## src/rtl/seg7_pkg.sv

```systemverilog
// Shared encodings for the seven-segment capture path.
// Segment patterns are active-low in {a,b,c,d,e,f,g} order, with a in bit 6.
package seg7_pkg;

  typedef logic [3:0] bcd_t;

  localparam logic [6:0] SEG_0     = 7'b0000001;
  localparam logic [6:0] SEG_1     = 7'b1001111;
  localparam logic [6:0] SEG_2     = 7'b0010010;
  localparam logic [6:0] SEG_3     = 7'b0000110;
  localparam logic [6:0] SEG_4     = 7'b1001100;
  localparam logic [6:0] SEG_5     = 7'b0100100;
  localparam logic [6:0] SEG_6     = 7'b0100000;
  localparam logic [6:0] SEG_7     = 7'b0001111;
  localparam logic [6:0] SEG_8     = 7'b0000000;
  localparam logic [6:0] SEG_9     = 7'b0000100;
  localparam logic [6:0] SEG_BLANK = 7'b1111111;

  localparam bcd_t BCD_BLANK = 4'hF;

endpackage

```

## src/rtl/seg7_to_bcd.sv

```systemverilog
// Combinational decode of one active-low segment pattern to BCD.
// A pattern outside the digit and blank set is flagged with valid=0.
module seg7_to_bcd
  import seg7_pkg::*;
(
  input  logic [6:0] seg,
  output logic       valid,
  output bcd_t       bcd
);

  always_comb begin
    valid = 1'b1;
    bcd   = '0;
    case (seg)
      SEG_0:     bcd = 4'd0;
      SEG_1:     bcd = 4'd1;
      SEG_2:     bcd = 4'd2;
      SEG_3:     bcd = 4'd3;
      SEG_4:     bcd = 4'd4;
      SEG_5:     bcd = 4'd5;
      SEG_6:     bcd = 4'd6;
      SEG_7:     bcd = 4'd7;
      SEG_8:     bcd = 4'd8;
      SEG_9:     bcd = 4'd9;
      SEG_BLANK: bcd = BCD_BLANK;
      default:   valid = 1'b0;
    endcase
  end

endmodule

```

## src/rtl/seg7_capture.sv

```systemverilog
// Recovers digit values from a multiplexed 7-segment bus and hands out
// complete frames over valid/ready, counting undecodable stable patterns.
module seg7_capture
  import seg7_pkg::*;
#(
  parameter int NDIG       = 4,
  parameter int STABLE_CYC = 4,
  parameter int ERR_W      = 8
) (
  input  logic                clk,
  input  logic                rst_n,
  input  logic [6:0]          seg_n,
  input  logic [NDIG-1:0]     an_n,
  output logic [4*NDIG-1:0]   frame_data,
  output logic                frame_valid,
  input  logic                frame_ready,
  output logic [ERR_W-1:0]    err_cnt,
  input  logic                err_clr
);

  localparam int            CW        = $clog2(STABLE_CYC);
  localparam logic [CW-1:0] STAB_MAX  = CW'(STABLE_CYC - 1);
  localparam logic [CW-1:0] STAB_FIRE = CW'(STABLE_CYC - 2);

  logic [6:0]             seg_s1_q, seg_s2_q, seg_p_q;
  logic [NDIG-1:0]        an_s1_q, an_s2_q, an_p_q;
  logic [CW-1:0]          stab_cnt_q, stab_cnt_d;
  bcd_t [NDIG-1:0]        digit_q, digit_d;
  logic [NDIG-1:0]        seen_q, seen_d;
  logic [4*NDIG-1:0]      frame_data_q, frame_data_d;
  logic                   frame_valid_q, frame_valid_d;
  logic [ERR_W-1:0]       err_cnt_q, err_cnt_d;

  logic                   same;
  logic                   commit;
  logic                   load;
  logic                   dec_valid;
  bcd_t                   dec_bcd;

  seg7_to_bcd u_dec (
    .seg   (seg_s2_q),
    .valid (dec_valid),
    .bcd   (dec_bcd)
  );

  // The *_p stage holds the previous synced pair for the stability compare.
  always_ff @(posedge clk or negedge rst_n) begin
    if (!rst_n) begin
      seg_s1_q <= 7'h7F;
      seg_s2_q <= 7'h7F;
      seg_p_q  <= 7'h7F;
      an_s1_q  <= '1;
      an_s2_q  <= '1;
      an_p_q   <= '1;
    end else begin
      seg_s1_q <= seg_n;
      seg_s2_q <= seg_s1_q;
      seg_p_q  <= seg_s2_q;
      an_s1_q  <= an_n;
      an_s2_q  <= an_s1_q;
      an_p_q   <= an_s2_q;
    end
  end

  always_comb begin
    same   = $onehot(~an_s2_q) && (an_s2_q == an_p_q) && (seg_s2_q == seg_p_q);
    commit = same && (stab_cnt_q == STAB_FIRE);
    load   = (&seen_q) && (!frame_valid_q || frame_ready);

    stab_cnt_d = '0;
    if (same) stab_cnt_d = (stab_cnt_q == STAB_MAX) ? stab_cnt_q : stab_cnt_q + 1'b1;

    digit_d = digit_q;
    seen_d  = load ? '0 : seen_q;
    for (int i = 0; i < NDIG; i++) begin
      if (commit && dec_valid && !an_s2_q[i]) begin
        digit_d[i] = dec_bcd;
        seen_d[i]  = 1'b1;
      end
    end

    // Frame takes the digits as registered, so a same-cycle commit lands in the next frame.
    frame_data_d  = load ? digit_q : frame_data_q;
    frame_valid_d = load ? 1'b1 : (frame_valid_q && !frame_ready);

    err_cnt_d = err_cnt_q;
    if (err_clr)                                        err_cnt_d = '0;
    else if (commit && !dec_valid && err_cnt_q != '1)   err_cnt_d = err_cnt_q + 1'b1;
  end

  always_ff @(posedge clk or negedge rst_n) begin
    if (!rst_n) begin
      stab_cnt_q    <= '0;
      digit_q       <= '0;
      seen_q        <= '0;
      frame_data_q  <= '0;
      frame_valid_q <= 1'b0;
      err_cnt_q     <= '0;
    end else begin
      stab_cnt_q    <= stab_cnt_d;
      digit_q       <= digit_d;
      seen_q        <= seen_d;
      frame_data_q  <= frame_data_d;
      frame_valid_q <= frame_valid_d;
      err_cnt_q     <= err_cnt_d;
    end
  end

  assign frame_data  = frame_data_q;
  assign frame_valid = frame_valid_q;
  assign err_cnt     = err_cnt_q;

endmodule
```

## config.mk

```make
export PLATFORM = sky130hd
export DESIGN_NAME = seg7_capture
export DESIGN_NICKNAME = d
export VERILOG_FILES = /design/src/rtl/seg7_pkg.sv /design/src/rtl/seg7_to_bcd.sv /design/src/rtl/seg7_capture.sv
export SDC_FILE = /design/constraint.sdc
export NUM_CORES = 1
export LEC_CHECK = 0
export CAP_MARGIN = 20
export CORE_AREA = 2 2 77 79
export CTS_CLUSTER_DIAMETER = 150
export CTS_CLUSTER_SIZE = 8
export DETAILED_ROUTE_END_ITERATION = 8
export DIE_AREA = 0 0 79 81
export MAX_ROUTING_LAYER = met4
export PLACE_DENSITY = 0.81
export SYNTH_ARGS = -nofsm -noshare
export SYNTH_HDL_FRONTEND = slang
export SYNTH_SLANG_ARGS = --single-unit
```

## constraint.sdc

```tcl
create_clock -name clk -period 8.7 [get_ports clk]
set_input_delay 1.74 -clock clk [delete_from_list [all_inputs] [get_ports clk]]
set_output_delay 1.74 -clock clk [all_outputs]
set_load 0.02 [all_outputs]
```

==> results.sh <==
export IMPL_synthDistinctLibCells=41
export IMPL_finalSetupViolCount=0
export IMPL_max_cap_violations=0
export IMPL_syn_nets=261
export IMPL_diodes=0
export IMPL_grt_start_max_net_pins=81
export IMPL_io_buffer_count=39
export IMPL_status="complete, no violations"
export IMPL_core_area_um2=5680
export IMPL_path_clk_slew_ns=0.07
export IMPL_worstPathRequired_ns=8.97
export IMPL_syn_avg_cell_area_um2=13.4
export IMPL_cp_start_kind="flop"
export IMPL_area_delta_synth_final_pct=17.7
export IMPL_netlist_area_um2=3230
export IMPL_nets=299
export IMPL_htree_levels=3
export IMPL_max_clock_freq_mhz=278
export IMPL_ir_drop_mv=0.118
export IMPL_max_slew_margin=0.373
export IMPL_rsz0062_at_grt="no"
export IMPL_final_max_slew_viol_count=0
export IMPL_cts_setup_buffers=0
export IMPL_finalCritPeriodShare=0.414
export IMPL_yosysWarnings=0
export IMPL_hpwl_um=3650
export IMPL_drt_iter0_drc=118
export IMPL_fin_tns_setup_ns=0
export IMPL_crit_path_max_fanout=14
export IMPL_finClkSkew_ns=0.00950
export IMPL_cts_buffer_depth=2
export IMPL_grt_ovfl_total=0
export IMPL_total_power_w=0.000671
export IMPL_viasPerCell=5.32
export IMPL_endpoint_kind="flop"
export IMPL_root_buffer="clkbuf_8"
export IMPL_clk_latency_ns=0.34
export IMPL_timing_hold_violations_final=0
export IMPL_globalplace_congestion=0.785
export IMPL_die_h_um=81
export IMPL_grt_first_pass_wirelength_um=8990
export IMPL_routed_wirelength_um=5470
export IMPL_worstSetupPathType="flop to flop"
export IMPL_die_w_um=79
export IMPL_cts_tree="built"
export IMPL_final_layout_size_suffix_gt1_frac=0.293
export IMPL_route_detailed_drc=0
export IMPL_ant_nets=0
export IMPL_antenna_found_initial=0
export IMPL_leakage_nw=1.67
export IMPL_power_density_nw_per_um2=177
export IMPL_synth_seq_cells=80
export IMPL_cts_resized=0
export IMPL_min_path_type="flop to flop"
export IMPL_clock_sinks=80
export IMPL_grtUsageTotal=0.193
export IMPL_vias=1906
export IMPL_synth_seq_area_share=0.633
export IMPL_hold_buffers=0
export IMPL_synthCells=240
export IMPL_min_period_ns=3.60
export IMPL_arrival_ns=3.86
export IMPL_worst_slew_pin_slew_ns=0.940
export IMPL_ios=40
export IMPL_fp_dieArea_um2=6400
export IMPL_firstDrtPassIters=4
export IMPL_grt_pass1_vias=1852
export IMPL_fp_row_count=28
export IMPL_start_util=0.569
export IMPL_cts_made_buffers=9
export IMPL_post_drt_wl_per_cell_um=15.3
[cells in the final DEF, fill, tap and decap left out, types with 2 or more instances in the layout]
cell type | Yosys | routed
a21oi_1 | 9 | 9
buf_4 | 1 | 2
clkbuf_1 | 5 | 3
clkbuf_8 | 0 | 10
clkdlybuf4s50_1 | 0 | 38
clkinv_2 | 0 | 2
dfrtp_1 | 47 | 47
dfstp_2 | 33 | 33
ha_1 | 5 | 5
inv_1 | 9 | 9
mux2_2 | 32 | 32
mux2i_1 | 2 | 2
nand2_1 | 11 | 11
nand2b_1 | 2 | 2
nand3_1 | 3 | 3
nand4_1 | 5 | 5
nor2_1 | 9 | 9
nor3_1 | 5 | 5
o21ai_0 | 10 | 10
o31ai_1 | 3 | 3
or3_1 | 8 | 8
or4_1 | 3 | 3
xnor2_1 | 11 | 11
xor2_1 | 3 | 3
[cell usage after synthesis, drive strengths merged]
library cell	number	share of area
nor2b	1	0.0019
a22oi	1	0.0023
nand3b	1	0.0023
nor4	1	0.0019
nand2b	2	0.0039
dfrtp	47	0.36
o31a	1	0.0027
mux2	32	0.11
ha	5	0.019
mux2i	2	0.0062
nand2	11	0.013
and4	1	0.0027
o21ai	10	0.016
and3	1	0.0019
a311o	1	0.0031
inv	9	0.010
or3	8	0.016
nand4	5	0.0097
xnor2	11	0.030
nor3	5	0.0078
buf	8	0.020
fa	1	0.0062
nand4b	1	0.0027
nor2	9	0.010
nor4bb	1	0.0031
a21oi	9	0.014
clkbuf	5	0.0058
or4b	1	0.0031
xor2	3	0.0081
dfstp	33	0.27
or3b	1	0.0027
o31ai	3	0.0070
nor3b	1	0.0023
nand3	3	0.0047
or4	4	0.010
and2	1	0.0019
a21boi	1	0.0023
[through the flow]
stage                      util  setup WS [ns]  area [um^2]  std cells  hold slack [ns]
after global routing      0.669           4.86         3800        358            0.359
after detailed placement  0.640           5.10         3630        342            0.347
after floorplan               -           5.38         3230        240            0.345
final                     0.669           5.10         3800        358            0.356
after CTS                 0.669           5.10         3800        358            0.357
after global placement    0.640           5.22         3630        342            0.346
[state kept, by name, summed over array words and instances, names as in the netlist, 7 cells and up]
| signal | flops |
|---|---|
| seg_s2_q | 7 |
| seg_s1_q | 7 |
| digit_q | 16 |
| err_cnt | 8 |
| frame_data | 16 |
| seg_p_q | 7 |
[worst max-delay path, cell delays in order (launching register included)]
cell and delay, ns:
dfstp_2 0.58, fa_1 0.43, inv_1 0.07, ha_1 0.14
ha_1 0.22, nor3b_1 0.20, nand4_1 0.13, or3_1 0.43
or4_4 0.64, or4_1 0.54, a21oi_1 0.16
[report_power, final]
group          total [W]  switching [W]  internal [W]
Clock           0.000233       0.000122      0.000111
Sequential      0.000404      0.0000116      0.000392
Combinational  0.0000337      0.0000174     0.0000163
Total           0.000671       0.000151      0.000519
[cell families after synthesis]
logic type,synth area share
simple gates,0.102
compound gates,0.0469
mux,0.118
flops,0.633
xor+xnor,0.0380
buf+inv,0.0364
fa+ha+maj,0.0256
[area by class of cell]
cell class,count,area (um^2)
fill,441,1880
clock buffer,13,149
multi-input combinational,138,1070
clock inverter,3,16.3
tap,75,93.8
timing repair buffer,40,395
inverter,9,33.8
sequential,80,2040
[metal layers]
metal / vias up / track usage / part of all wire / routed length, um
met3: 9 / 0.0400 / 0.030 / 164
met4: 0 / 0.0879 / 0.021 / 114
met2: 35 / 0.284 / 0.50 / 2720
met5: - / - / 0 / 0
li1: 909 / - / - / -
met1: 953 / 0.262 / 0.45 / 2470
[path summary, 6_finish.rpt]
kind	to	cells past startpoint	slack (ns)	start
worst max register to register	err_cnt[7]	10	5.10	an_s2_q[1]
worst max-delay path	err_cnt[7]	10	5.10	an_s2_q[1]
max in group asynchronous	err_cnt[1]	1	6.56	rst_n
worst min register to register	seg_s2_q[5]	0	0.36	seg_s1_q[5]
min in group asynchronous	frame_data[4]	1	1.53	rst_n
worst min-delay path	seg_s2_q[5]	0	0.36	seg_s1_q[5]
Power figures use the tool's default switching activity.
